[config.mk]
export PLATFORM = sky130hd
export DESIGN_NAME = spi_pw_host
export DESIGN_NICKNAME = d
export VERILOG_FILES = /design/src/rtl/spi_pw_host.sv
export SDC_FILE = /design/constraint.sdc
export NUM_CORES = 1
export LEC_CHECK = 0
export CAP_MARGIN = 15
export CORE_MARGIN = 1.5
export CORE_UTILIZATION = 35
export CTS_CLUSTER_DIAMETER = 200
export DETAILED_ROUTE_END_ITERATION = 10
export SETUP_SLACK_MARGIN = 0.02
export SLEW_MARGIN = 20
export SYNTH_ARGS = -nofsm -noshare
export SYNTH_HDL_FRONTEND = slang
export SYNTH_SLANG_ARGS = --single-unit
[constraint.sdc]
create_clock -name clk -period 2.28 [get_ports clk]
set_input_delay 0.342 -clock clk [delete_from_list [all_inputs] [get_ports clk]]
set_output_delay 0.342 -clock clk [all_outputs]
set_load 0.01 [all_outputs]
[src/rtl/spi_pw_host.sv]
// Host end of the SPI protocol-wrapper bus: broadcasts received bytes to pw clients,
// arbitrates their requests and queues the granted client's responses for the SPI slave.
module spi_pw_host #(
  parameter int unsigned N_CLIENTS       = 4,
  parameter int unsigned FIFO_DEPTH_LOG2 = 2
) (
  input  logic                   clk,
  input  logic                   rst,
  input  logic [7:0]             sb_rx_data,
  input  logic                   sb_rx_first,
  input  logic                   sb_rx_stb,
  input  logic                   sb_cs_end,
  output logic [7:0]             sb_tx_data,
  output logic                   sb_tx_valid,
  input  logic                   sb_tx_ack,
  output logic [7:0]             pw_wdata,
  output logic                   pw_wcmd,
  output logic                   pw_wstb,
  output logic                   pw_end,
  input  logic [N_CLIENTS-1:0]   pw_req,
  output logic [N_CLIENTS-1:0]   pw_gnt,
  input  logic [8*N_CLIENTS-1:0] pw_rdata,
  input  logic [N_CLIENTS-1:0]   pw_rstb,
  output logic                   ovf
);

  localparam int unsigned DEPTH = 1 << FIFO_DEPTH_LOG2;
  localparam int unsigned PTR_W = FIFO_DEPTH_LOG2;
  localparam int unsigned CNT_W = FIFO_DEPTH_LOG2 + 1;

  logic [7:0]           r_mem [DEPTH];
  logic [PTR_W-1:0]     r_wr_ptr;
  logic [PTR_W-1:0]     r_rd_ptr;
  logic [CNT_W-1:0]     r_count;
  logic [CNT_W-1:0]     w_count_nxt;
  logic [N_CLIENTS-1:0] w_req_low;
  logic [7:0]           w_rbyte;
  logic                 w_push;
  logic                 w_pop;
  logic                 w_full;
  logic                 w_do_push;
  logic                 w_drop;

  // Write/end path: one-cycle registered broadcast of SPI slave events.
  always_ff @(posedge clk) begin
    if (rst) begin
      pw_wdata <= '0;
      pw_wcmd  <= 1'b0;
      pw_wstb  <= 1'b0;
      pw_end   <= 1'b0;
    end else begin
      pw_wstb <= sb_rx_stb;
      pw_end  <= sb_cs_end;
      if (sb_rx_stb) begin
        pw_wdata <= sb_rx_data;
        pw_wcmd  <= sb_rx_first;
      end
    end
  end

  // Fixed-priority arbiter; a grant is held until the transaction ends.
  assign w_req_low = pw_req & (~pw_req + N_CLIENTS'(1));

  always_ff @(posedge clk) begin
    if (rst || pw_end) begin
      pw_gnt <= '0;
    end else if (pw_gnt == '0) begin
      pw_gnt <= w_req_low;
    end
  end

  always_comb begin
    w_rbyte = '0;
    for (int i = 0; i < int'(N_CLIENTS); i++) begin
      if (pw_gnt[i]) w_rbyte = pw_rdata[8*i +: 8];
    end
  end

  // Transfer-end flush overrides any push or pop in the same cycle.
  assign w_push    = (|(pw_rstb & pw_gnt)) && !pw_end;
  assign w_pop     = sb_tx_ack && sb_tx_valid && !pw_end;
  assign w_full    = (r_count == CNT_W'(DEPTH));
  assign w_do_push = w_push && (!w_full || w_pop);
  assign w_drop    = w_push && w_full && !w_pop;

  always_comb begin
    w_count_nxt = r_count;
    case ({w_do_push, w_pop})
      2'b10:   w_count_nxt = r_count + CNT_W'(1);
      2'b01:   w_count_nxt = r_count - CNT_W'(1);
      default: w_count_nxt = r_count;
    endcase
  end

  always_ff @(posedge clk) begin
    if (rst || pw_end) begin
      r_wr_ptr    <= '0;
      r_rd_ptr    <= '0;
      r_count     <= '0;
      sb_tx_valid <= 1'b0;
      ovf         <= 1'b0;
    end else begin
      if (w_do_push) r_wr_ptr <= r_wr_ptr + PTR_W'(1);
      if (w_pop)     r_rd_ptr <= r_rd_ptr + PTR_W'(1);
      if (w_drop)    ovf      <= 1'b1;
      r_count     <= w_count_nxt;
      sb_tx_valid <= (w_count_nxt != '0);
    end
  end

  always_ff @(posedge clk) begin
    if (rst) begin
      for (int i = 0; i < int'(DEPTH); i++) r_mem[i] <= '0;
    end else if (w_do_push) begin
      r_mem[r_wr_ptr] <= w_rbyte;
    end
  end

  assign sb_tx_data = r_mem[r_rd_ptr];

endmodule

# Word-level counts from Yosys, hierarchy flattened

Memories as Yosys holds them, arrays and structs flattened. A register that Yosys moved wholly into a read port is not among the register bits.
Index checks and enable logic that the tools add are counted.

Register bits: 24
RAM bits: 32
Input port bits: 54
Output and inout port bits: 25
Logic and storage cells: 52
Memories kept: 1

Add/sub/neg operators: 5
Eq/ne operators: 3
Mux-type cells: 15
Bitwise operators: 3
Reduce and logical (&&, ||, !) cells: 15

Memory list:

| name  | depth | width | rd ports | clocked after Yosys merged registers in | write ports | RTL line | RTL |
|---|---|---|---|---|---|---|---|
| r_mem | 4     | 8     | 1        | 1                                       | 4           | 31       | `logic [7:0] r_mem [DEPTH];` |

Operators with widths:

| kind                                                                   | number |
|---|---|
| 8-bit 2-to-1 mux                                                       | 5 |
| 4-bit bitwise AND                                                      | 2 |
| 8-bit OR reduction                                                     | 1 |
| 1-bit logical AND                                                      | 6 |
| 1-bit 2-to-1 mux                                                       | 6 |
| 2-bit 2-to-1 mux                                                       | 3 |
| 3-bit one-hot mux with 2 select lines                                  | 1 |
| 2-bit by 1-bit adder with 2-bit output (second input constant)         | 2 |
| 4-bit by 1-bit adder with 4-bit output (second input constant)         | 1 |
| 4-bit logical NOT                                                      | 1 |
| 4-bit NOT                                                              | 1 |
| 4-bit OR reduction                                                     | 1 |
| 3-bit by 1-bit adder with 3-bit output (second input constant)         | 1 |
| 3-bit equality test (second input constant)                            | 1 |
| 1-bit logical NOT                                                      | 3 |
| 3-bit nonzero test                                                     | 1 |
| 3-bit by 1-bit subtractor with 3-bit output (second input constant)    | 1 |
| 2-bit by 1-bit equality test with 1-bit output (second input constant) | 1 |
| 2-bit equality test (second input constant)                            | 1 |
| 1-bit logical OR                                                       | 2 |

# Depth between registers and ports, before layout

Gate-level depths: netlist of run 1.

Word-level depth: 9
Depth in mapped cells: 8
Mapped depth without buffers: 7

# Least setup slack after synthesis of run 1

Ideal clock, no wire load.

Kind: register to register
Start point: register pw_end
End point: register sb_tx_valid
Setup time: 0.070 ns
Arrival time: 1.777 ns
Required time: 2.210 ns
Slack: 0.433 ns
Stages on the path, launching flop included: 9
Buffers on the path: 1
Clock period less this slack: 1.847 ns
Cell sequence: dfxtp_1 -> and3b_1 -> buf_4 -> nand3_1 -> inv_1 -> fa_1 -> a21oi_1 -> a32o_1 -> a21oi_1

Word-level cells in the longest chain between the ends: 7
Elaborated cells on any way between the ends: 10
Classes of those cells: 2 x eq/ne; 1 x mux; 7 x reduce/logical

RTL lines:

| item                                                                                  | RTL line | RTL |
|---|---|---|
| from (decl)                                                                           | 19       | `output logic pw_end,` |
| from (signal assigned)                                                                | 53       | `pw_end <= sb_cs_end;` |
| 1-bit logical NOT                                                                     | 80, 81   |  |
| 1-bit logical AND                                                                     | 81       | `assign w_pop = sb_tx_ack && sb_tx_valid && !pw_end;` |
| 1-bit logical OR                                                                      | 83       | `assign w_do_push = w_push && (!w_full \|\| w_pop);` |
| 1-bit logical AND                                                                     | 83       |  |
| 2-bit by 1-bit equality test with 1-bit output or 2-bit equality test (tied branches) | 88       | `case ({w_do_push, w_pop})` |
| 3-bit one-hot mux with 2 select lines                                                 | 88       |  |
| 3-bit nonzero test                                                                    | 107      | `sb_tx_valid <= (w_count_nxt != '0);` |
| to (signal assigned)                                                                  | 107      |  |
| to (decl)                                                                             | 14       | `output logic sb_tx_valid,` |

Several ways; a longest one is shown, not always the timed one.
A chain may end at the register's enable or synchronous reset.

==> qor.csv, run 1 <==
stage,metric,value,unit
final_layout,fillers,672,
global_routing,met2_usage,0.258,
synth,post_synth_mux_area_share,0.111,
final_layout,syn2layout_area_growth,44.7,%
synth,yosys-top-cells-area,"edfxtp_1 37%, dfxtp_1 20%, nor2_1 8.2%",
floorplan,design.die.area,7990,um2
final_layout,multi_input_area,1040,um2
global_routing,track_usage,0.165,
timing,tightest_slew,0.588,ns
final_layout,drive_above_1_share,0.133,
global_routing,busiest_layer,met2,
cts,clk_pin_slew,0.06,ns
cts,cts_tree,done,
place,routabilityCongestion,0.749,
cts,numCtsBuffers,9,
floorplan,row_count,31,
floorplan,num_io_pins,79,
setup_path,worst-path-buf-inv,2,
synth,synth_nets,284,
timing,max-slew-margin-rel,0.607,
timing,min_period,2.19,ns
floorplan,dieWidth,89.4,um
route,viasPerCell,4.84,
global_routing,grt_first_pass_wirelength,9.74,mm
global_routing,grt_max_degree,21,
hold_path,hold-path-cell-count,1,
hold_path,min_from,ovf,
setup_path,worst-r2r-cell-count,4,
setup_path,worst_ep_arrival_time,1.84,ns
synth,ys.flop_type,edfxtp_1,
pwr,vdd_drop_max,0.000334,V
synth,synthSimpleGateAreaFrac,0.170,
setup_path,cp_data_required_time,1.94,ns
global_routing,globalRouteOverflowTotal,0,
cts,post_cts_buffers,0,
final_layout,nNetsFinal,373,
setup_path,crit_chain,buf_6 > mux4_2 > clkdlybuf4s50_1,
timing,drv_slew,0,
final_layout,regArea,1480,um2
timing,fin_crit_sh,0.959,
route,num_vias,2042,
synth,synth-edff-count,32,
route,drt_iter0_drc,38,
cts,clk_latency,0.34,ns
cts,cts_buffer_depth,2,
place,port_buffers,78,
setup_path,r2r-start,pw_gnt[1],
timing,setup_violations,0,
global_routing,grt_pass1_vias,2023,
route,drc_errors,0,
place,dp_slack,-0.00483,ns
timing,skew,0.00376,ns
setup_path,cpLargestDelayFamily,buffers and inverters,
cts,hold_buffers,0,
floorplan,fp.dieH,89.4,um
synth,synth_top_family_by_area,simple AND/OR/NAND/NOR gates,
place,dp_hpwl,4.57,mm
synth,synthAdderAreaFrac,0.00766,
cts,clock-sinks,58,
pwr,power.leakage,1.39,nW
final_layout,num_antenna_cells,0,
setup_path,cp_slowest_cell,mux4_2,
synth,synth-warning-count,0,
flow_run,max_cap_viol_count,0,
route,ant_nets,0,
setup_path,crit_fanout,8,
run_status,status,finished clean,
cts,cts-htree-levels,3,
timing,finalHoldViolations,0,
synth,syn_area,2610,um2
setup_path,slowest_delay,0.51,ns
timing,setup_slack,0.0942,ns
timing,fin_hold_ws,0.482,ns
setup_path,regToRegSetupSlack,0.27,ns
synth,ys_ff_latch,58,
timing,rsz0062_at_grt,no,
setup_path,crit_type,reg -> out,
global_routing,antenna_found_initial,0,
route,drt-pass1-iter-count,4,
synth,synth_area_leader_cell,edfxtp_1,
synth,ys_types,41,
route,totalWireLength,6.10,mm
global_routing,gr-usage-met1,0.217,
synth,netlist_instances,229,
synth,yosysSeqAreaShare,0.567,
pwr,power_density,681,nW/um2
floorplan,coreArea,7250,um2
hold_path,hold_path_end,ovf,
hold_path,hp-class,reg -> reg,
setup_path,r2r_end,r_mem[1][1],
floorplan,initial_utilization,0.360,
setup_path,critPathLaunchType,flip-flop,
route,wl_per_cell,14.5,um
synth,avgSynthCellArea,11.4,um2
cts,root_buffer,clkbuf_8,
global_routing,grt_use_met3,0.0388,
timing,fmax,0.458,GHz
synth,synth_compound_area_frac,0.0900,
synth,synth_xor_area_frac,0.0201,
synth,synth_top_area_frac,0.368,
setup_path,end_kind,primary output,
cts,cts_resized,0,
synth,synthArstFlopShare,0,
==> final cells by class <==
type	count	share of cell area
Clock buffer	10	0.0338
Clock inverter	6	0.0215
Inverter	4	0.00397
Multi-Input combinational cell	152	0.275
Sequential cell	58	0.392
Tap cell	99	0.0328
Timing Repair Buffer	93	0.241
==> flip-flops by register name (all words and copies together) (netlist names), named ones only <==
register and cells:
pw_wcmd 1, pw_end 1, r_wr_ptr 2, r_mem 32, sb_tx_valid 1, ovf 1
r_rd_ptr 2, pw_wstb 1, pw_gnt 4, r_count 3, pw_wdata 8
==> power breakdown <==
part,total [mW],switching [mW],leakage (nW),internal [mW]
clock,1.02,0.409,0.104,0.608
combinational,0.378,0.159,0.740,0.219
sequential,1.18,0.0306,0.544,1.15
==> worst max-delay path by stage <==
stage | cells after the start | slack [ns] | end
floorplan | 8 | 0.43 | sb_tx_valid
global placement | 5 | 0.04 | r_mem[1][0]
detailed placement | 5 | -0.005 | r_mem[1][4]
CTS | 3 | 0.06 | sb_tx_data[0]
global route | 3 | 0.02 | sb_tx_data[2]
finish | 3 | 0.09 | sb_tx_data[0]
==> metrics by stage <==
stage / TNS [ns] / cell area, um2 / cells / total power, mW / utilization
floorplan: 0 / 2610 / 229 / 1.37 / -
detailed placement: -0.0378 / 3570 / 406 / 1.58 / 0.492
CTS: 0 / 3780 / 422 / 2.60 / 0.521
finish: 0 / 3780 / 422 / 2.57 / 0.521
global placement: 0 / 3570 / 406 / 1.58 / 0.492
global route: 0 / 3780 / 422 / 2.67 / 0.521
==> synthesized netlist by cell type (all sizes together), types with 2 or more instances <==
master,instances
xor2,2
a221oi,8
nor2,58
edfxtp,32
mux4,8
mux2i,11
nand2b,3
a21oi,12
xnor2,4
clkbuf,8
or3b,2
inv,4
a22o,2
nor2b,11
a22oi,2
nor3,10
nand2,4
dfxtp,26
buf,7
==> cells by family after synthesis <==
| logic type | Yosys count |
|---|---|
| and+or+nand+nor | 94 |
| DFF | 58 |
| AOI/OAI and AO/OA | 32 |
| buffers and inverters | 19 |
| muxes | 19 |
| xor gates and xnor gates | 6 |
| adders and majority gates | 1 |
==> layer usage <==
layer,vias up,part of all wire
met5,-,0
met4,0,0.020
met3,9,0.046
met2,58,0.47
met1,965,0.46
li1,1010,-
==> layout by cell type (no fill, tap or decap), drive strengths merged, types with 2 or more instances in the layout <==
cell type / netlist / routed
a22o: 2 / 2
xor2: 2 / 2
edfxtp: 32 / 32
mux2i: 11 / 11
nor2b: 11 / 11
buf: 7 / 15
inv: 4 / 4
a221oi: 8 / 8
clkdlybuf4s50: 0 / 78
a22oi: 2 / 2
xnor2: 4 / 4
clkinv: 0 / 3
a21oi: 12 / 12
mux4: 8 / 8
clkbuf: 8 / 10
nor2: 58 / 58
dfxtp: 26 / 26
nand2: 4 / 4
nor3: 10 / 10
or3b: 2 / 2
bufinv: 0 / 2
nand2b: 3 / 3
No activity file was read; power rests on OpenSTA's default activity.
==> inputs of run 2 (changes only) <==
Settings changed: CAP_MARGIN 15 to 20.
==> results of run 2 <==
No change in the layout: final DEF, timing and power equal those of run 1.
